`src/rtl/iq_pack_pkg.sv`:
```
// Shared constants and helpers for the IQ sample packer: lane math, parameter
// legality and the shift/round step of the quantiser.
package iq_pack_pkg;

    localparam int unsigned IQ_W    = 16;
    localparam int unsigned SHIFT_W = 4;

    function automatic int unsigned spw(input int unsigned bits, input int unsigned out_width);
        return out_width / (2 * bits);
    endfunction

    function automatic bit bits_legal(input int unsigned bits, input int unsigned out_width);
        return (bits == 1 || bits == 2 || bits == 4 || bits == 8) &&
               (out_width >= 2 * bits) && ((out_width % (2 * bits)) == 0);
    endfunction

    // Optional half-up rounding then arithmetic shift; 17 bits so x + 2^14 cannot wrap.
    function automatic logic signed [IQ_W:0] shift_round(input logic signed [IQ_W-1:0] x,
                                                         input logic [SHIFT_W-1:0]  shift,
                                                         input logic                rnd);
        logic signed [IQ_W:0] t;
        t = {x[IQ_W-1], x};
        if (rnd && (shift != '0)) begin
            t = t + ((IQ_W + 1)'(1) << (shift - SHIFT_W'(1)));
        end
        return t >>> shift;
    endfunction

endpackage

```
`src/rtl/iq_quantizer.sv`:
```
// Combinational quantiser for one 16-bit component: shift/round, then clamp
// to a BITS-bit signed range with a saturation flag.
module iq_quantizer
    import iq_pack_pkg::*;
#(
    parameter int unsigned BITS = 4
) (
    input  logic signed [IQ_W-1:0]    x,
    input  logic        [SHIFT_W-1:0] cfg_shift,
    input  logic                      cfg_round,
    output logic        [BITS-1:0]    y,
    output logic                      sat
);

    localparam int                   QMAX_I = (1 << (BITS - 1)) - 1;
    localparam logic signed [IQ_W:0] QMAX   = QMAX_I[IQ_W:0];
    localparam logic signed [IQ_W:0] QMIN   = ~QMAX;

    logic signed [IQ_W:0] t;

    always_comb begin
        t   = shift_round(x, cfg_shift, cfg_round);
        y   = t[BITS-1:0];
        sat = 1'b0;
        if (t > QMAX) begin
            y   = QMAX[BITS-1:0];
            sat = 1'b1;
        end else if (t < QMIN) begin
            y   = QMIN[BITS-1:0];
            sat = 1'b1;
        end
    end

endmodule

```
`src/rtl/iq_sample_packer.sv`:
```
// Quantises 16-bit IQ samples to BITS bits per component and packs SPW samples
// per output word, flushing partial words on tlast.
module iq_sample_packer
    import iq_pack_pkg::*;
#(
    parameter  int unsigned BITS      = 4,
    parameter  int unsigned OUT_WIDTH = 32,
    parameter  int unsigned SAT_CNT_W = 16,
    localparam int unsigned SPW       = spw(BITS, OUT_WIDTH),
    localparam int unsigned NS_W      = $clog2(SPW + 1)
) (
    input  logic                 clk,
    input  logic                 reset,
    input  logic [SHIFT_W-1:0]   cfg_shift,
    input  logic                 cfg_round,
    input  logic                 sat_clr,
    output logic [SAT_CNT_W-1:0] sat_cnt,
    input  logic [31:0]          i_tdata,
    input  logic                 i_tlast,
    input  logic                 i_tvalid,
    output logic                 i_tready,
    output logic [OUT_WIDTH-1:0] o_tdata,
    output logic                 o_tlast,
    output logic [NS_W-1:0]      o_nsamps,
    output logic                 o_tvalid,
    input  logic                 o_tready
);

    localparam int unsigned            LANE_W    = (SPW > 1) ? $clog2(SPW) : 1;
    localparam logic [LANE_W-1:0]      LANE_LAST = LANE_W'(SPW - 1);

    if (!bits_legal(BITS, OUT_WIDTH)) begin : g_param_check
        $error("iq_sample_packer: illegal BITS/OUT_WIDTH combination");
    end

    logic [BITS-1:0]      y_i, y_q;
    logic                 sat_i, sat_q;
    logic                 accept, complete;
    logic [2*BITS-1:0]    lane_val;
    logic [OUT_WIDTH-1:0] acc_new;
    logic [1:0]           sat_inc;
    logic [SAT_CNT_W:0]   sat_sum;

    logic [LANE_W-1:0]    lane_cnt_q, lane_cnt_d;
    logic [OUT_WIDTH-1:0] acc_q, acc_d;
    logic [OUT_WIDTH-1:0] o_tdata_q, o_tdata_d;
    logic                 o_tlast_q, o_tlast_d;
    logic [NS_W-1:0]      o_nsamps_q, o_nsamps_d;
    logic                 o_tvalid_q, o_tvalid_d;
    logic [SAT_CNT_W-1:0] sat_cnt_q, sat_cnt_d;

    iq_quantizer #(.BITS(BITS)) u_quant_i (
        .x         (i_tdata[31:16]),
        .cfg_shift (cfg_shift),
        .cfg_round (cfg_round),
        .y         (y_i),
        .sat       (sat_i)
    );

    iq_quantizer #(.BITS(BITS)) u_quant_q (
        .x         (i_tdata[15:0]),
        .cfg_shift (cfg_shift),
        .cfg_round (cfg_round),
        .y         (y_q),
        .sat       (sat_q)
    );

    // Output register drains and refills in the same cycle, so ready bypasses on o_tready.
    assign i_tready = ~o_tvalid_q | o_tready;
    assign accept   = i_tvalid & i_tready;
    assign complete = accept & ((lane_cnt_q == LANE_LAST) | i_tlast);
    assign lane_val = {y_i, y_q};

    always_comb begin
        acc_new = acc_q;
        for (int unsigned k = 0; k < SPW; k++) begin
            if (LANE_W'(k) == lane_cnt_q) begin
                acc_new[OUT_WIDTH-1-k*2*BITS -: 2*BITS] = lane_val;
            end
        end
    end

    always_comb begin
        lane_cnt_d = lane_cnt_q;
        acc_d      = acc_q;
        o_tdata_d  = o_tdata_q;
        o_tlast_d  = o_tlast_q;
        o_nsamps_d = o_nsamps_q;
        o_tvalid_d = o_tvalid_q & ~o_tready;
        if (complete) begin
            lane_cnt_d = '0;
            acc_d      = '0;
            o_tdata_d  = acc_new;
            o_tlast_d  = i_tlast;
            o_nsamps_d = NS_W'(lane_cnt_q) + NS_W'(1);
            o_tvalid_d = 1'b1;
        end else if (accept) begin
            lane_cnt_d = lane_cnt_q + LANE_W'(1);
            acc_d      = acc_new;
        end
    end

    always_comb begin
        sat_inc = accept ? ({1'b0, sat_i} + {1'b0, sat_q}) : 2'd0;
        sat_sum = {1'b0, sat_cnt_q} + (SAT_CNT_W + 1)'(sat_inc);
        if (sat_clr) begin
            sat_cnt_d = '0;
        end else if (sat_sum[SAT_CNT_W]) begin
            sat_cnt_d = '1;
        end else begin
            sat_cnt_d = sat_sum[SAT_CNT_W-1:0];
        end
    end

    always_ff @(posedge clk or posedge reset) begin
        if (reset) begin
            lane_cnt_q <= '0;
            acc_q      <= '0;
            o_tdata_q  <= '0;
            o_tlast_q  <= 1'b0;
            o_nsamps_q <= '0;
            o_tvalid_q <= 1'b0;
            sat_cnt_q  <= '0;
        end else begin
            lane_cnt_q <= lane_cnt_d;
            acc_q      <= acc_d;
            o_tdata_q  <= o_tdata_d;
            o_tlast_q  <= o_tlast_d;
            o_nsamps_q <= o_nsamps_d;
            o_tvalid_q <= o_tvalid_d;
            sat_cnt_q  <= sat_cnt_d;
        end
    end

    assign o_tdata  = o_tdata_q;
    assign o_tlast  = o_tlast_q;
    assign o_nsamps = o_nsamps_q;
    assign o_tvalid = o_tvalid_q;
    assign sat_cnt  = sat_cnt_q;

endmodule

```
`config.mk`:
```
export PLATFORM = sky130hd
export DESIGN_NAME = iq_sample_packer
export DESIGN_NICKNAME = d
export VERILOG_FILES = /design/src/rtl/iq_pack_pkg.sv /design/src/rtl/iq_quantizer.sv /design/src/rtl/iq_sample_packer.sv
export SDC_FILE = /design/constraint.sdc
export NUM_CORES = 1
export LEC_CHECK = 0
export ABC_CLOCK_PERIOD_IN_PS = 2900
export CAP_MARGIN = 0
export CORE_MARGIN = 2
export CORE_UTILIZATION = 35
export CTS_CLUSTER_SIZE = 12
export DETAILED_ROUTE_END_ITERATION = 10
export GPL_TIMING_DRIVEN = 0
export PLACE_DENSITY = 0.63
export SLEW_MARGIN = 20
export SYNTH_ARGS = -nofsm -noshare
export SYNTH_HDL_FRONTEND = slang
export SYNTH_HIERARCHICAL = 1
export SYNTH_SLANG_ARGS = --single-unit
```
`constraint.sdc`:
```
create_clock -name clk -period 2.9 [get_ports clk]
set_input_delay 0.29 -clock clk [delete_from_list [all_inputs] [get_ports clk]]
set_output_delay 0.29 -clock clk [all_outputs]
set_load 0.05 [all_outputs]
```
Word level (Yosys, flattened, before mapping)
Index checks and enable logic that the tools add are counted.
{"block": "totals", "reg_bits": 87, "input_bits": 43, "out_inout_bits": 54, "wordCells": 58}
{"block": "op_classes", "addsub": 7, "n_lt_le_gt_ge": 4, "n_eq_ne": 4, "n_shift": 3, "n_mux": 22, "bitwise_logic": 7, "n_reduce_logical": 4}
{"operator": "$mux W32", "n": 2}
{"operator": "$add A16 B17 Y17", "n": 2}
{"operator": "$gt A17 B4 Y1 const B", "n": 2}
{"operator": "$lt A17 B4 Y1 const B", "n": 2}
{"operator": "$mux W17", "n": 2}
{"operator": "$sshr A17 B4 Y17", "n": 2}
{"operator": "$mux W16", "n": 2}
{"operator": "$mux W8", "n": 4}
{"operator": "$add A16 B2 Y17", "n": 1}
{"operator": "$shl A1 B4 Y17 const A", "n": 1}
{"operator": "$mux W4", "n": 4}
{"operator": "$mux W2", "n": 3}
{"operator": "$mux W1", "n": 5}
{"operator": "$eq A2 B2 Y1 const A", "n": 2}
{"operator": "$reduce_bool A4 Y1", "n": 1}
{"operator": "$sub A4 B1 Y4 const B", "n": 1}
{"operator": "$add A2 B1 Y3 const B", "n": 1}
{"operator": "$and A1 B1 Y1", "n": 3}
{"operator": "$add A1 B1 Y2", "n": 1}
{"operator": "$add A2 B1 Y2 const B", "n": 1}
{"operator": "$eq A1 B2 Y1 const A", "n": 1}
{"operator": "$eq A2 B2 Y1 const B", "n": 1}
{"operator": "$logic_not A2 Y1", "n": 1}
{"operator": "$not A1 Y1", "n": 2}
{"operator": "3 further kinds", "n": 4}

Logic depth before layout (Yosys ltp)
Gate-level depths: netlist of run 1.
{"block": "depth", "depth_word": 13, "ltp_mapped": 30, "mapped_depth_nobuf": 26}

Modules after synthesis
Netlist of run 1, hierarchy kept.
{"mod": "iq_sample_packer", "instances": 1, "cells_per_inst": 334, "area_each_um2": 3799.9, "seq_area_each_um2": 2177.1}
{"mod": "iq_quantizer at u_quant_q", "instances": 1, "cells_per_inst": 409, "area_each_um2": 2855.2, "seq_area_each_um2": 0.0}
{"mod": "iq_quantizer at u_quant_i", "instances": 1, "cells_per_inst": 393, "area_each_um2": 2496.1, "seq_area_each_um2": 0.0}

Worst setup path after synthesis of run 1
No wires, ideal clock.
{"block": "synth_timing", "path_type": "input to register", "start": "input cfg_shift[1]", "end": "register sat_cnt_q[10] (netlist: sat_cnt[10])", "arrival_ns": 6.207, "path_slack_ns": -3.385, "path_stages": 30, "n_path_buf": 5, "cell_sequence": "clkbuf_1 inv_1 clkbuf_1 nand2_1 clkbuf_1 nor2_1 ha_1 inv_1 fa_1 nand2b_1 a21boi_2 o21ai_1 a211oi_1 xnor2_1 buf_2 o32ai_1 or3_1 a211o_1 o41ai_1 nand2b_1 ha_1 and3_1 ha_1 inv_1 fa_1 nand4b_2 nor4_4 nand3_4 buf_6 a21oi_1"}
{"block": "synth_via", "elab_chain_cells": 13}
{"item": "start, declared", "line": "iq_sample_packer.sv:14", "text": "input logic [SHIFT_W-1:0] cfg_shift,"}
{"item": "$sub A4 B1 Y4", "line": "iq_pack_pkg.sv:24", "text": "t = t + ((IQ_W + 1)'(1) << (shift - SHIFT_W'(1)));"}
{"item": "$shl A1 B4 Y17", "line": "iq_pack_pkg.sv:24"}
{"item": "$add A16 B17 Y17", "line": "iq_pack_pkg.sv:24"}
{"item": "$mux W17", "line": "iq_pack_pkg.sv:23", "text": "if (rnd && (shift != '0)) begin"}
{"item": "$sshr A17 B4 Y17 (*)", "line": "iq_pack_pkg.sv:26", "text": "return t >>> shift;"}
{"item": "$lt A17 B4 Y1", "line": "iq_quantizer.sv:28", "text": "end else if (t < QMIN) begin"}
{"item": "$mux W1", "line": "iq_quantizer.sv:28"}
{"item": "$mux W1 (*)", "line": "iq_quantizer.sv:25", "text": "if (t > QMAX) begin"}
{"item": "via sat_i", "line": "iq_sample_packer.sv:37", "text": "logic sat_i, sat_q;"}
{"item": "$add A1 B1 Y2 (*)", "line": "iq_sample_packer.sv:104", "text": "sat_inc = accept ? ({1'b0, sat_i} + {1'b0, sat_q}) : 2'd0;"}
{"item": "$mux W2 (*)", "line": "iq_sample_packer.sv:104"}
{"item": "$add A16 B2 Y17 (*)", "line": "iq_sample_packer.sv:105", "text": "sat_sum = {1'b0, sat_cnt_q} + (SAT_CNT_W + 1)'(sat_inc);"}
{"item": "$mux W16 (*)", "line": "iq_sample_packer.sv:108", "text": "end else if (sat_sum[SAT_CNT_W]) begin"}
{"item": "$mux W16 (*)", "line": "iq_sample_packer.sv:106", "text": "if (sat_clr) begin"}
{"item": "via sat_cnt_d[10]", "line": "iq_sample_packer.sv:50", "text": "logic [SAT_CNT_W-1:0] sat_cnt_q, sat_cnt_d;"}
{"item": "end signal, assigned", "line": "iq_sample_packer.sv:131", "text": "sat_cnt_q <= sat_cnt_d;"}
{"item": "end, declared", "line": "iq_sample_packer.sv:50"}
The timed path passes the listed nets; every way through them passes the cells marked *.
A chain may end at the register's enable or synchronous reset.

Final worst setup path of run 1
{"block": "layout_timing", "start": "input cfg_shift[1]", "end": "register sat_cnt_q[3] (netlist: sat_cnt[3])"}
Same word-level chain as after synthesis.

==> results of run 1 <==
==> synthesized netlist by cell type (6+ instances only) <==
cell type,count,area share
nand2b_1,12,0.0082
o21a_1,11,0.0090
a221oi_1,6,0.0057
nor2b_1,9,0.0062
a22o_1,28,0.027
nand3_1,45,0.025
buf_6,7,0.0086
mux2i_1,52,0.057
a21oi_1,73,0.040
o21ai_0,65,0.036
o21bai_1,7,0.0057
o31ai_1,7,0.0057
a21o_1,14,0.011
mux2_2,9,0.011
a211oi_1,15,0.012
nand2_1,126,0.052
nor2_1,102,0.042
a211o_1,8,0.0077
clkbuf_1,27,0.011
buf_1,8,0.0033
o211ai_1,13,0.011
nand4_1,20,0.014
ha_1,39,0.053
inv_1,26,0.011
dfrtp_1,87,0.24
xnor2_1,12,0.011
o21ai_1,13,0.0071
nor3_1,37,0.020
and3_1,13,0.0089
buf_2,34,0.019
and2_1,17,0.012
a31oi_1,13,0.0089
or3_1,8,0.0055
==> layout make-up <==
class                   instances  area, um2  share of cell area
plain buffers                  77        732              0.0548
clock buffers                   9        225              0.0169
clock inverters                 7       90.1             0.00675
inverters                      30        166              0.0125
multi-input cells             940       7530               0.564
flip-flops and latches         87       2180               0.163
well taps                     335        419              0.0314
repair buffers                221       2010               0.151
==> worst register-to-register path, delay by kind of cell, from the launching register on <==
kind | cells | cell delay [ns]
mux | 1 | 0.33
flops | 1 | 0.38
simple gates | 5 | 0.86
fa+ha+maj | 1 | 0.22
buf+inv | 2 | 0.34
compound gates | 1 | 0.43
==> metrics by stage <==
stage / cells / utilization
finish: 1706 / 0.517
global route: 1706 / 0.517
CTS: 1668 / 0.483
detailed placement: 1567 / 0.418
global placement: 1566 / 0.417
floorplan: 1136 / -
==> kinds of logic after synthesis <==
| group | after synthesis | synth area share |
|---|---|---|
| buffers and inverters | 109 | 0.0563 |
| multiplexers | 65 | 0.0766 |
| AO/OA/AOI/OAI | 382 | 0.315 |
| XOR/XNOR | 16 | 0.0153 |
| adder cells (fa/ha/maj) | 42 | 0.0599 |
| AND/OR/NAND/NOR | 435 | 0.239 |
| flip-flops | 87 | 0.238 |
==> power groups by stage <==
stage / Clock (W) / Sequential (W) / Combinational (W)
finish: 0.00121 / 0.00155 / 0.00277
global route: 0.00129 / 0.00157 / 0.00293
CTS: 0.00123 / 0.00155 / 0.00257
detailed placement: 0 / 0.00157 / 0.00233
global placement: 0 / 0.00156 / 0.00231
floorplan: 0 / 0.00201 / 0.00116
==> timing repair <==
item                                    CTS  global route
gates cloned                              1             0
pin swaps                                69            63
resized for setup                       185           119
buffers inserted                         85            42
endpoints found under the setup margin   72            72
==> per-layer routing <==
layer | wire length [um] | vias up
met5 | 0 | -
met4 | 850 | 0
met3 | 2110 | 75
met2 | 15500 | 426
met1 | 13900 | 4876
li1 | - | 4759
==> state kept, by name, summed over array words and instances (netlist names) <==
register	cells
acc_q	32
o_tdata	32
sat_cnt	16
o_nsamps	3
lane_cnt_q	2
o_tlast	1
o_tvalid	1
==> worst max path at each step <==
stage | slack [ns] | depth (start not counted) | from | to
finish | -3.01 | 33 | cfg_shift[1] | sat_cnt[3]$_DFF_PP0_
detailed placement | -4.57 | 26 | cfg_shift[1] | sat_cnt[7]$_DFF_PP0_
CTS | -3.01 | 31 | cfg_shift[1] | sat_cnt[10]$_DFF_PP0_
global placement | -4.47 | 28 | cfg_shift[2] | sat_cnt[10]$_DFF_PP0_
global route | -3.21 | 33 | cfg_shift[1] | sat_cnt[3]$_DFF_PP0_
floorplan | -2.81 | 29 | cfg_shift[0] | sat_cnt[10]$_DFF_PP0_
==> results.json, run 1 <==
{
  "num_io_pins": 97,
  "layout.cells.most_common": "buf_4",
  "power.static_leakage_nw": 5.49,
  "hold_ws_ns": 0.344,
  "regToRegEndpoint": "sat_cnt[15]$_DFF_PP0_",
  "layout.cell_area.non_filler_um2": 13400,
  "floorplan.die_area_um2": 27500,
  "timing.critical_path.slowest_cell_delay_ns": 0.44,
  "rows": 59,
  "wl_per_cell_um": 19.0,
  "worstHoldStart": "sat_clr",
  "cts.reportedPaths.clkPinSlew_ns": 0.07,
  "skew_ns": 0.00852,
  "delay_heaviest_family_cp": "simple AND/OR/NAND/NOR gates",
  "grtUsageTotal": 0.219,
  "final.fill_count": 2383,
  "slew_headroom": 0.438,
  "synth-edff-count": 0,
  "syn-instance-count": 1136,
  "synth_seq_cells": 87,
  "critical_path_peak_fanout": 6,
  "antenna_found_initial": 0,
  "tritoncts": "built",
  "worst_path_bufs_invs": 10,
  "mappedNetlistNets": 1221,
  "period_minus_slack_ns": 5.91,
  "setup.worst_path.class": "in2reg",
  "hold_buffers": 0,
  "io_buffers": 95,
  "timing.final.max_slew_violations": 0,
  "violations": "negative setup slack",
  "final_hold_viol_count": 0,
  "top_reg_cell_synth": "dfrtp_1",
  "power_frac_seq": 0.280,
  "design_power_total_w": 0.00553,
  "first_global_vias": 9456,
  "drt-vias-per-instance": 5.94,
  "cp.required_ns": 3.16,
  "cellPowerDensity_nw_per_um2": 414,
  "r2r_cells": 10,
  "finalNetCount": 1451,
  "cell_at_the_root_of_the_clock_tree": "clkbuf_16",
  "preCtsSetupSlack_ns": -4.57,
  "setup_tns_ns": -138.84,
  "finalWorstSetupSlack_ns": -3.01,
  "finalWirelength_um": 32400,
  "worst_hold_path.endpoint": "sat_cnt[0]$_DFF_PP0_",
  "r2r_start": "o_tvalid$_DFF_PP0_",
  "die_boundary_width_um": 166,
  "drt.antenna.violating_nets": 0,
  "area_growth_syn_to_layout_pct": 45.9,
  "globalRoute.busiestLayer": "met2",
  "fmaxAchievable_mhz": 169,
  "antenna_cells_inserted": 0,
  "layout_worst_path_cycle_share": 2.04,
  "first_iter_violations": 908,
  "fp.coreArea_um2": 25800,
  "global_route.usage.met1": 0.302,
  "setup.worst_path.end_class": "flip-flop",
  "placed_cell_area_um2": 10800,
  "total_overflow_reported_by_the_global_router": 0,
  "unrepaired_setup_endpoints_after_global_routing": "yes",
  "critical-path-slowest-cell": "o41ai_2",
  "combPwrFrac": 0.501,
  "most-common-layout-cells": "114 x buf_4, 111 x nand2_1, 93 x nor2_1",
  "drt-pass1-iter-count": 8,
  "clock_latency_ns": 0.35,
  "p_sw_frac": 0.419,
  "die_h_um": 166,
  "grt_first_pass_wirelength_um": 50300,
  "timing.max_cap.violations": 0,
  "critPathLaunchType": "primary input",
  "asyncSetResetFlopFracSynth": 1.00,
  "power.ir.vdd_worst_mv": 0.375,
  "ratio_of_cells_with_drive_above_1_in_the_final_layout": 0.309,
  "cts_buffers": 9,
  "num_vias": 10100,
  "ys_warn_count": 6,
  "worst_hold_path_cells": 2,
  "arrival_ns": 6.17,
  "dpl.hpwl_um": 22500,
  "grt_max_degree": 50,
  "floorplan.initialDensity": 0.354,
  "synthDistinctLibCells": 117,
  "syn_area_per_cell_um2": 8.06,
  "netlist_area_um2": 9150,
  "internal_power_w": 0.00321,
  "met3_usage": 0.0294,
  "outcome": "finished, violations left",
  "power.clock.fraction": 0.220,
  "tightestPinTransition_ns": 0.843,
  "ys_seq_area_frac": 0.238,
  "htree_num_levels": 3,
  "clock_sink_count": 87,
  "drc": 0,
  "netSwitchingPower_w": 0.00232,
  "globalplace.congestion": 0.953,
  "worst_min_path_class": "in2reg",
  "report.final.setup_viol": 72,
  "global_route_met2_utilization": 0.362,
  "timing.reg2reg.setup_slack_ns": 0.24,
  "cts_max_path_buffers": 2
}
(Power assumes the default switching activity.)
==> inputs of run 2 (changes only) <==
==> constraint.sdc (replaced) <==
create_clock -name clk -period 2.9 [get_ports clk]
set_input_delay 0.58 -clock clk [delete_from_list [all_inputs] [get_ports clk]]
set_output_delay 0.58 -clock clk [all_outputs]
set_load 0.05 [all_outputs]
==> results.json, run 2 (synthesis results as in run 1) <==
{
  "htree_num_levels": 3,
  "violations": "negative setup slack",
  "global_route_met2_utilization": 0.379,
  "regToRegEndpoint": "sat_cnt[15]$_DFF_PP0_",
  "antenna_found_initial": 0,
  "num_vias": 10200,
  "finalWorstSetupSlack_ns": -3.22,
  "cts_max_path_buffers": 2,
  "power.static_leakage_nw": 5.47,
  "globalRoute.busiestLayer": "met2",
  "skew_ns": 0.00890,
  "timing.reg2reg.setup_slack_ns": 0.17,
  "drt.antenna.violating_nets": 0,
  "area_growth_syn_to_layout_pct": 45.3,
  "ratio_of_cells_with_drive_above_1_in_the_final_layout": 0.301,
  "setup.worst_path.end": "sat_cnt[14]$_DFF_PP0_",
  "fmaxAchievable_mhz": 163,
  "timing.critical_path.slowest_cell_delay_ns": 0.40,
  "postLayoutCoreUtil": 0.515,
  "finalNetCount": 1447,
  "total_overflow_reported_by_the_global_router": 0,
  "layout_worst_path_cycle_share": 2.11,
  "floorplan.initialDensity": 0.354,
  "critPathLaunchType": "primary input",
  "slew_headroom": 0.451,
  "outcome": "finished, violations left",
  "setup.worst_path.class": "in2reg",
  "timing.final.max_slew_violations": 0,
  "power.ir.vdd_worst_mv": 0.413,
  "num_io_pins": 97,
  "cts_buffers": 9,
  "crit_top_cell": "clkbuf_16",
  "setup.worst_path.end_class": "flip-flop",
  "clock_latency_ns": 0.35,
  "tritoncts": "built",
  "fp.coreArea_um2": 25800,
  "drt-vias-per-instance": 5.99,
  "clock_sink_count": 87,
  "cell_at_the_root_of_the_clock_tree": "clkbuf_16",
  "antenna_cells_inserted": 0,
  "tightestPinTransition_ns": 0.824,
  "layout.cells.most_common": "nand2_1",
  "setup_tns_ns": -134.18,
  "cts.reportedPaths.clkPinSlew_ns": 0.06,
  "r2r_cells": 10,
  "dpl.hpwl_um": 22900,
  "wl_per_cell_um": 19.2,
  "finalWirelength_um": 32700,
  "arrival_ns": 6.37,
  "critical_path_peak_fanout": 6,
  "report.final.setup_viol": 72,
  "worst_min_path_class": "reg2reg",
  "timing.max_cap.violations": 0,
  "worstSetupStartpoint": "cfg_shift[1]",
  "placed_cell_area_um2": 10800,
  "worst_hold_path_cells": 1,
  "most-common-layout-cells": "114 x nand2_1, 113 x buf_4, 95 x nor2_1",
  "grt_first_pass_wirelength_um": 52700,
  "period_minus_slack_ns": 6.12,
  "grtUsageTotal": 0.230,
  "hold_buffers": 0,
  "rows": 59,
  "r2r_start": "o_tvalid$_DFF_PP0_",
  "die_boundary_width_um": 166,
  "preCtsSetupSlack_ns": -4.93,
  "first_global_vias": 10100,
  "layout.cell_area.non_filler_um2": 13300,
  "drt-pass1-iter-count": 5,
  "final_hold_viol_count": 0,
  "global_route.usage.met1": 0.308,
  "grt_max_degree": 52,
  "drc": 0,
  "critical-path-slowest-cell": "o41ai_2",
  "unrepaired_setup_endpoints_after_global_routing": "yes",
  "met3_usage": 0.0299,
  "design_power_total_w": 0.00570,
  "cp.required_ns": 3.15,
  "first_iter_violations": 933,
  "die_h_um": 166,
  "floorplan.die_area_um2": 27500,
  "globalplace.congestion": 0.928,
  "final.fill_count": 2412,
  "cellPowerDensity_nw_per_um2": 428,
  "io_buffers": 95
}
## run 2: cell types whose count changed in the layout (fill, tap and decap cells not counted), sizes merged
cell      change
inv           -1
clkinvlp      -1
clkbuf        +2
buf           -6
bufinv        +2
## run 2: cell type report
| class | instances | area (um2) | share of cell area |
|---|---|---|---|
| Sequential cell | 87 | 2180 | 0.164 |
| Buffer | 78 | 761 | 0.0572 |
| Inverter | 30 | 164 | 0.0123 |
| Clock buffer | 9 | 225 | 0.0169 |
| Clock inverter | 7 | 126 | 0.00950 |
| Timing Repair Buffer | 216 | 1950 | 0.147 |
| Multi-Input combinational cell | 940 | 7470 | 0.562 |
| Tap cell | 335 | 419 | 0.0315 |
## run 2: where the power goes
| part | switching, W | internal (W) | total [W] |
|---|---|---|---|
| clock network | 0.000511 | 0.000852 | 0.00136 |
| logic | 0.00166 | 0.00112 | 0.00279 |
| registers | 0.000134 | 0.00141 | 0.00155 |
## run 2: how the worst min path moves through the flow
stage / slack [ns] / endpoint / from
after floorplan: 0.45 / acc_q[0]$_DFFE_PP0P_ / acc_q[0]$_DFFE_PP0P_
after global placement: 0.47 / o_tdata[7]$_DFFE_PP0P_ / o_tdata[7]$_DFFE_PP0P_
after detailed placement: 0.47 / acc_q[5]$_DFFE_PP0P_ / acc_q[5]$_DFFE_PP0P_
after CTS: 0.49 / acc_q[6]$_DFFE_PP0P_ / acc_q[6]$_DFFE_PP0P_
after global routing: 0.50 / acc_q[7]$_DFFE_PP0P_ / acc_q[7]$_DFFE_PP0P_
final: 0.48 / acc_q[7]$_DFFE_PP0P_ / acc_q[7]$_DFFE_PP0P_
## run 2: routing by layer
metal | wire length, um | vias up
li1 | - | 4755
met1 | 14200 | 4908
met2 | 15500 | 439
met3 | 1900 | 93
met4 | 1050 | 0
met5 | 0 | -
## run 2: per-stage QoR
step	std cells	hold WS, ns
floorplan	1136	0.453
global placement	1566	0.467
detailed placement	1567	0.470
CTS	1679	0.488
global route	1702	0.497
finish	1702	0.484
## run 2: worst max-delay path: cells and delay by family
| kind | cells | cell delay, ns |
|---|---|---|
| adders and majority gates | 5 | 1.28 |
| xor gates and xnor gates | 1 | 0.11 |
| buffers and inverters | 11 | 1.25 |
| AOI/OAI and AO/OA | 8 | 1.78 |
| and+or+nand+nor | 8 | 1.38 |
## run 2: what timing repair did
action                     CTS  global route
cloned                       1             0
pin swaps                   92            57
buffers inserted           105            31
setup endpoints to repair   72            72
gates resized for setup    240            46
==> inputs of run 3 (changes only) <==
--- a/config.mk
+++ b/config.mk
@@ -5,7 +5,7 @@
 export SDC_FILE = /design/constraint.sdc
 export NUM_CORES = 1
 export LEC_CHECK = 0
-export ABC_CLOCK_PERIOD_IN_PS = 2900
+export ABC_CLOCK_PERIOD_IN_PS = 6880
 export CAP_MARGIN = 0
 export CORE_MARGIN = 2
 export CORE_UTILIZATION = 35
==> constraint.sdc (replaced) <==
create_clock -name clk -period 6.88 [get_ports clk]
set_input_delay 1.376 -clock clk [delete_from_list [all_inputs] [get_ports clk]]
set_output_delay 1.376 -clock clk [all_outputs]
set_load 0.05 [all_outputs]
==> results.json, run 3 (synthesis results as in run 1) <==
{
  "globalplace.congestion": 0.948,
  "drt.antenna.violating_nets": 0,
  "r2r_start": "o_tvalid$_DFF_PP0_",
  "critical_path_peak_fanout": 4,
  "period_minus_slack_ns": 6.87,
  "wl_per_cell_um": 19.1,
  "floorplan.die_area_um2": 27500,
  "finalWirelength_um": 32400,
  "skew_ns": 0.00735,
  "finalWorstSetupSlack_ns": 0.0132,
  "rows": 59,
  "htree_num_levels": 3,
  "cell_at_the_root_of_the_clock_tree": "clkbuf_16",
  "antenna_cells_inserted": 0,
  "fmaxAchievable_mhz": 146,
  "final.fill_count": 2470,
  "layout_worst_path_cycle_share": 0.998,
  "total_overflow_reported_by_the_global_router": 0,
  "post-place-cells": 1567,
  "register_area_um2": 2180,
  "grt_first_pass_wirelength_um": 50900,
  "tritoncts": "built",
  "tightestPinTransition_ns": 0.817,
  "slew_headroom": 0.453,
  "finalNetCount": 1444,
  "first_iter_violations": 886,
  "grt_max_degree": 59,
  "timing.reg2reg.setup_slack_ns": 4.11,
  "multi_input_comb_area_um2": 7360,
  "fp.coreArea_um2": 25800,
  "regToRegEndpoint": "sat_cnt[15]$_DFF_PP0_",
  "arrival_ns": 7.12,
  "timing.max_cap.violations": 0,
  "setup.worst_path.class": "in2reg",
  "antenna_found_initial": 0,
  "cellPowerDensity_nw_per_um2": 175,
  "num_vias": 10300,
  "most-common-layout-cells": "123 x buf_4, 113 x nand2_1, 95 x nor2_1",
  "timing.critical_path.slowest_cell_delay_ns": 0.38,
  "first_global_vias": 9676,
  "dpl.hpwl_um": 22700,
  "clock_sink_count": 87,
  "preCtsSetupSlack_ns": -2.06,
  "setup_tns_ns": 0,
  "outcome": "finished clean",
  "unrepaired_setup_endpoints_after_global_routing": "yes",
  "io_buffers": 95,
  "worst_min_path_class": "reg2reg",
  "final_hold_viol_count": 0,
  "area_growth_syn_to_layout_pct": 41.8,
  "drc": 0,
  "clock_latency_ns": 0.35,
  "power.static_leakage_nw": 5.38,
  "cts.reportedPaths.clkPinSlew_ns": 0.07,
  "hold_buffers": 0,
  "final_cells": 1699,
  "ratio_of_cells_with_drive_above_1_in_the_final_layout": 0.290,
  "critPathLaunchType": "primary input",
  "num_io_pins": 97,
  "setup.worst_path.end": "sat_cnt[14]$_DFF_PP0_",
  "cp.required_ns": 7.14,
  "layout.cells.most_common": "buf_4",
  "drt-pass1-iter-count": 5,
  "worstSetupStartpoint": "cfg_shift[1]",
  "cts_buffers": 9,
  "die_h_um": 166,
  "cts_max_path_buffers": 2,
  "drt-vias-per-instance": 6.03,
  "timing.final.max_slew_violations": 0,
  "power.ir.vdd_worst_mv": 0.148,
  "report.final.setup_viol": 0,
  "floorplan.initialDensity": 0.354,
  "r2r_cells": 10,
  "die_boundary_width_um": 166,
  "setup.worst_path.end_class": "flip-flop",
  "crit_top_cell": "ha_4",
  "critical-path-slowest-cell": "or3_4",
  "grtUsageTotal": 0.222
}
==> run 3: report_power, final <==
part           switching, W  total (W)  leakage, nW  internal [W]
Clock              0.000229   0.000485        0.144      0.000257
Sequential        0.0000553   0.000651         1.17      0.000596
Combinational      0.000683    0.00113         4.06      0.000446
==> run 3: how the worst min path moves through the flow <==
stage / depth (start not counted) / end / startpoint / slack [ns]
2_1_floorplan: 1 / acc_q[0]$_DFFE_PP0P_ / acc_q[0]$_DFFE_PP0P_ / 0.45
3_3_place_gp: 2 / o_tdata[12]$_DFFE_PP0P_ / o_tdata[12]$_DFFE_PP0P_ / 0.46
3_5_place_dp: 2 / o_tdata[10]$_DFFE_PP0P_ / o_tdata[10]$_DFFE_PP0P_ / 0.47
4_1_cts: 2 / o_tdata[10]$_DFFE_PP0P_ / o_tdata[10]$_DFFE_PP0P_ / 0.49
5_1_grt: 2 / o_tdata[9]$_DFFE_PP0P_ / o_tdata[9]$_DFFE_PP0P_ / 0.51
6_report: 2 / o_tdata[10]$_DFFE_PP0P_ / o_tdata[10]$_DFFE_PP0P_ / 0.48
==> run 3: repair_timing <==
item                                    4_1_cts  5_1_grt
cloned                                        1        1
pin swaps                                    47       65
endpoints found under the setup margin       58       37
setup buffers                                68       47
resized for setup                           178      121
==> run 3: cell type report <==
class,count,share of cell area
multi-input cells,940,0.567
flip-flops and latches,87,0.168
repair buffers,213,0.146
plain buffers,78,0.0515
well taps,335,0.0323
clock buffers,9,0.0174
inverters,30,0.0121
clock inverters,7,0.00578
==> run 3: worst max-delay path, delay by kind of cell <==
family	cells	cell delay [ns]
muxes	2	0.58
AOI/OAI and AO/OA	6	1.13
and+or+nand+nor	10	1.84
adders and majority gates	5	1.26
buffers and inverters	9	0.92
==> run 3: routing by layer <==
metal  share of wire  routed length [um]  vias to the layer above  global-route usage
met4           0.021                 689                        0              0.0620
met5               0                   0                        -                   0
met1            0.44               14200                     5000               0.305
met2            0.48               15400                      445               0.371
li1                -                   -                     4749                   -
met3           0.063                2050                       59              0.0225
==> run 3: stage by stage <==
step	hold WS, ns	power (W)	util	instance area (um2)
global placement	0.465	0.00161	0.410	10600
global route	0.506	0.00238	0.502	13000
CTS	0.487	0.00219	0.467	12100
floorplan	0.453	0.00132	-	9220
detailed placement	0.470	0.00162	0.411	10600
finish	0.478	0.00227	0.502	13000
==> patch 1 (config.mk and constraints of run 2) <==
Change the parameter `SAT_CNT_W` from 16 to 32.
--- a/src/rtl/iq_sample_packer.sv
+++ b/src/rtl/iq_sample_packer.sv
@@ -7,3 +7,3 @@
     parameter  int unsigned OUT_WIDTH = 32,
-    parameter  int unsigned SAT_CNT_W = 16,
+    parameter  int unsigned SAT_CNT_W = 32,
     localparam int unsigned SPW       = spw(BITS, OUT_WIDTH),
Ports: changed (resized sat_cnt); port bits go from 97 to 113. No check against the original RTL was run, so the function may have changed too.
==> patch 1 against run 2 <==
The flow still finishes with violations (setup timing). Die area increased by 6.7%. Sequential cell count increased by 16. Global-route usage decreased by 0.37 points. Critical path depth decreased by 4. Routed wire length increased by 3.4%. Combinational power decreased by 7%. Total power decreased by 2.5%. Cell area increased by 4.4%. Setup slack got worse by 0.85 ns. Clock power decreased by 10%. Register-to-register slack got worse by 0.69 ns. Area after synthesis increased by 6.9%.
==> patch 1: results <==
[run_status]
status = "finished with violations"
violations = "setup timing"

[critical_path]
cp.arrival_ns = 7.23
worstPathMaxFanout = 7
worst_path_dominant_cell_family = "simple AND/OR/NAND/NOR gates"
cpPeakStageDelay_ns = 0.57
cpMaxStageDelayCell = "or4_4"

[timing]
max_slew_margin = 0.385
setup_viol = 88
finClkSkew_ns = 0.0106
setup_slack_ns = -4.07

[synthesis]
syn-num-nets = 1277
ys_seq_area_frac = 0.263
synthTopCellsByCount = "nand2_1 (147), dfrtp_1 (103), nor2_1 (81)"
synth-xor-area-share = 0.0285
synth_area_leaders = "dfrtp_1 (26%), nand2_1 (5.6%), ha_1 (5.0%)"
synth_mux_area_frac = 0.0760
synth_area_per_cell_um2 = 8.21
synthDistinctLibCells = 116
synth_compound_area_frac = 0.304
synthAdderAreaFrac = 0.0560

[placed_design]
pre_cts_ws_ns = -5.86
gp_congestion = 0.954
dp.cells = 1685
io_buffers = 111
dp_hpwl_um = 24000

[clock_tree]
clk_pin_slew_worst_paths_ns = 0.07

[cells_and_area]
drive_gt1_frac = 0.266
nNetsFinal = 1511

[global_routing]
track_usage = 0.226
grt_pass1_vias = 10177
grt_max_degree = 33
grt_pass1_wl_um = 53300

[power_and_ir_drop]
p_leak_nw = 5.63
ir_drop_uv = 368

[routing]
drt_first_pass_iters = 5
wire_per_inst_um = 18.7
drt_iter0_drc = 821
num_vias = 10639
via_per_inst = 5.88

[run]
maxCapViolCount = 0
patch 1: cell families after synthesis:
| family | Yosys count |
|---|---|
| compound gates | 406 |
| xor+xnor | 31 |
| fa+ha+maj | 42 |
| buf+inv | 126 |
| flops | 103 |
| mux | 67 |
| simple gates | 417 |
patch 1: worst paths after layout:
check / startpoint / end / slack [ns] / cells after the start
worst max-delay path: cfg_shift[0] / sat_cnt[27] / -4.07 / 29
worst min-delay path: acc_q[6] / acc_q[6] / 0.48 / 1
worst max register to register: o_tvalid / sat_cnt[27] / -0.52 / 10
worst min register to register: acc_q[6] / acc_q[6] / 0.48 / 1
max in group asynchronous: reset / o_tdata[12] / 1.72 / 4
min in group asynchronous: reset / sat_cnt[27] / 0.53 / 2
patch 1: cell type report:
| type | instances | area [um^2] |
|---|---|---|
| multi-input cells | 963 | 7490 |
| inverters | 43 | 179 |
| repair buffers | 226 | 2220 |
| clock inverters | 6 | 67.6 |
| well taps | 378 | 473 |
| clock buffers | 10 | 229 |
| fillers | 2652 | 13700 |
| flip-flops and latches | 103 | 2580 |
| plain buffers | 80 | 638 |
patch 1: per-layer routing:
metal	wire length (um)	track usage	part of all wire	up-vias
met1	14300	0.300	0.42	5088
met2	16200	0.378	0.48	492
met4	1040	0.0752	0.031	0
met5	0	0	0	-
met3	2260	0.0324	0.067	85
li1	-	-	-	4974
patch 1: power breakdown:
part	internal, mW	switching [mW]
registers	1.61	0.126
clock network	0.674	0.545
logic	1.05	1.54
patch 1: what timing repair did:
action,4_1_cts,5_1_grt
gates cloned,2,0
endpoints found under the setup margin,88,88
gates resized for setup,198,84
pin swaps,41,44
buffers inserted,80,32
patch 1: through the flow:
| step | TNS, ns | cell area [um^2] |
|---|---|---|
| after floorplan | -200.37 | 9950 |
| after CTS | -206.26 | 13300 |
| after detailed placement | -350.64 | 11600 |
| after global routing | -230.95 | 13900 |
| after global placement | -346.46 | 11500 |
| final | -215.68 | 13900 |
patch 1: worst register-to-register path, delay by kind of cell, from the launching register on:
kind	cells	cell delay, ns
buffers and inverters	2	0.58
AOI/OAI and AO/OA	1	0.16
DFF	1	0.38
and+or+nand+nor	6	1.81
adders and majority gates	1	0.39
==> patch 2 (config.mk and constraints of run 2) <==
Without the edit above. Register the inputs `cfg_shift` and `cfg_round` before use. The logic sees them one clock later. The other inputs are not delayed to match.
--- a/src/rtl/iq_sample_packer.sv
+++ b/src/rtl/iq_sample_packer.sv
@@ -31,2 +31,10 @@
 
+    logic [SHIFT_W-1:0] cfg_shift_q;
+    logic cfg_round_q;
+
+    always_ff @(posedge clk) begin
+        cfg_shift_q <= cfg_shift;
+        cfg_round_q <= cfg_round;
+    end
+
     if (!bits_legal(BITS, OUT_WIDTH)) begin : g_param_check
@@ -53,4 +61,4 @@
         .x         (i_tdata[31:16]),
-        .cfg_shift (cfg_shift),
-        .cfg_round (cfg_round),
+        .cfg_shift (cfg_shift_q),
+        .cfg_round (cfg_round_q),
         .y         (y_i),
@@ -61,4 +69,4 @@
         .x         (i_tdata[15:0]),
-        .cfg_shift (cfg_shift),
-        .cfg_round (cfg_round),
+        .cfg_shift (cfg_shift_q),
+        .cfg_round (cfg_round_q),
         .y         (y_q),
Formal check against the unedited RTL: not equivalent (Yosys sat finds a counterexample within 4 cycles, from zero or initial values and one cycle with reset high).
==> patch 2 against run 2 <==
Total power shrank 0.39%. Critical path type is now reg2reg. The run still ends with setup timing left. Routed wire length grew 3.0%. Area after synthesis grew 0.93%. Largest power group unchanged. Setup slack gained 0.066 ns. Cell count shrank 0.24%. Sequential power grew 5%. Cell area grew 4.3%. Sequential cell count grew 5.
==> patch 2: results <==
[run_status]
status = "finished with violations"
violations = "setup timing"

[global_routing]
gr-usage-met1 = 0.320
grt_pass1_wl_um = 54100
grt_max_degree = 48

[synthesis]
synth-xor-area-share = 0.0161
synth_area_leaders = "dfrtp_1 (24%), mux2i_1 (5.9%), ha_1 (5.3%)"
syn-num-nets = 1204
synthTopCellsByCount = "nand2_1 (122), nor2_1 (97), dfrtp_1 (87)"
synth_compound_area_frac = 0.321
synth_area_per_cell_um2 = 8.25
synth_mux_area_frac = 0.0853
synthAdderAreaFrac = 0.0593
synthDistinctLibCells = 113

[timing]
timing.hold.ws_ns = 0.487
setup_slack_ns = -3.15
setup_viol = 72

[power_and_ir_drop]
p_leak_nw = 5.58
netSwitchingFraction = 0.421

[placed_design]
pre_cts_ws_ns = -3.78

[routing]
wl_met3_um = 2160
wl_met2_um = 15800
drt-met1-wl_um = 14500
drt_iter0_drc = 799

[critical_path]
setup.worst_path.start = "cfg_shift_q[0]"
cpMaxStageDelayCell = "a2111oi_4"
crit_type = "reg2reg"
cp.arrival_ns = 6.32
rr_worst_depth = 30
r2r_end = "sat_cnt[3]"

[clock_tree]
cts_resized = 242
cts_setup_buffers = 109

[worst_hold_path]
hold_start = "acc_q[5]"

[cells_and_area]
fillers = 2309
fin_cells = 1698
[patch 2: cell types whose count changed after synthesis, moves of 5 or more]
cell | run 2 | this run
a21oi_1 | 73 | 67
dfxtp_1 | 0 | 5
nand3_1 | 45 | 32
nor2_1 | 102 | 97
o211ai_1 | 13 | 20
o21ai_0 | 65 | 71
[patch 2: power by group through the flow]
stage	sequential, mW	combinational, mW	clock, mW
6_report	1.62	2.88	1.17
5_1_grt	1.65	3.06	1.25
4_1_cts	1.62	2.73	1.20
3_5_place_dp	1.65	2.34	0
3_3_place_gp	1.64	2.32	0
2_1_floorplan	2.07	1.19	0
[patch 2: final cells by class]
class | count | area [um^2] | share of cell area
Multi-Input combinational cell | 917 | 7880 | 0.568
Buffer | 75 | 726 | 0.0523
Clock buffer | 10 | 239 | 0.0172
Inverter | 33 | 164 | 0.0118
Tap cell | 335 | 419 | 0.0302
Sequential cell | 92 | 2290 | 0.165
Clock inverter | 6 | 53.8 | 0.00388
Timing Repair Buffer | 230 | 2090 | 0.151
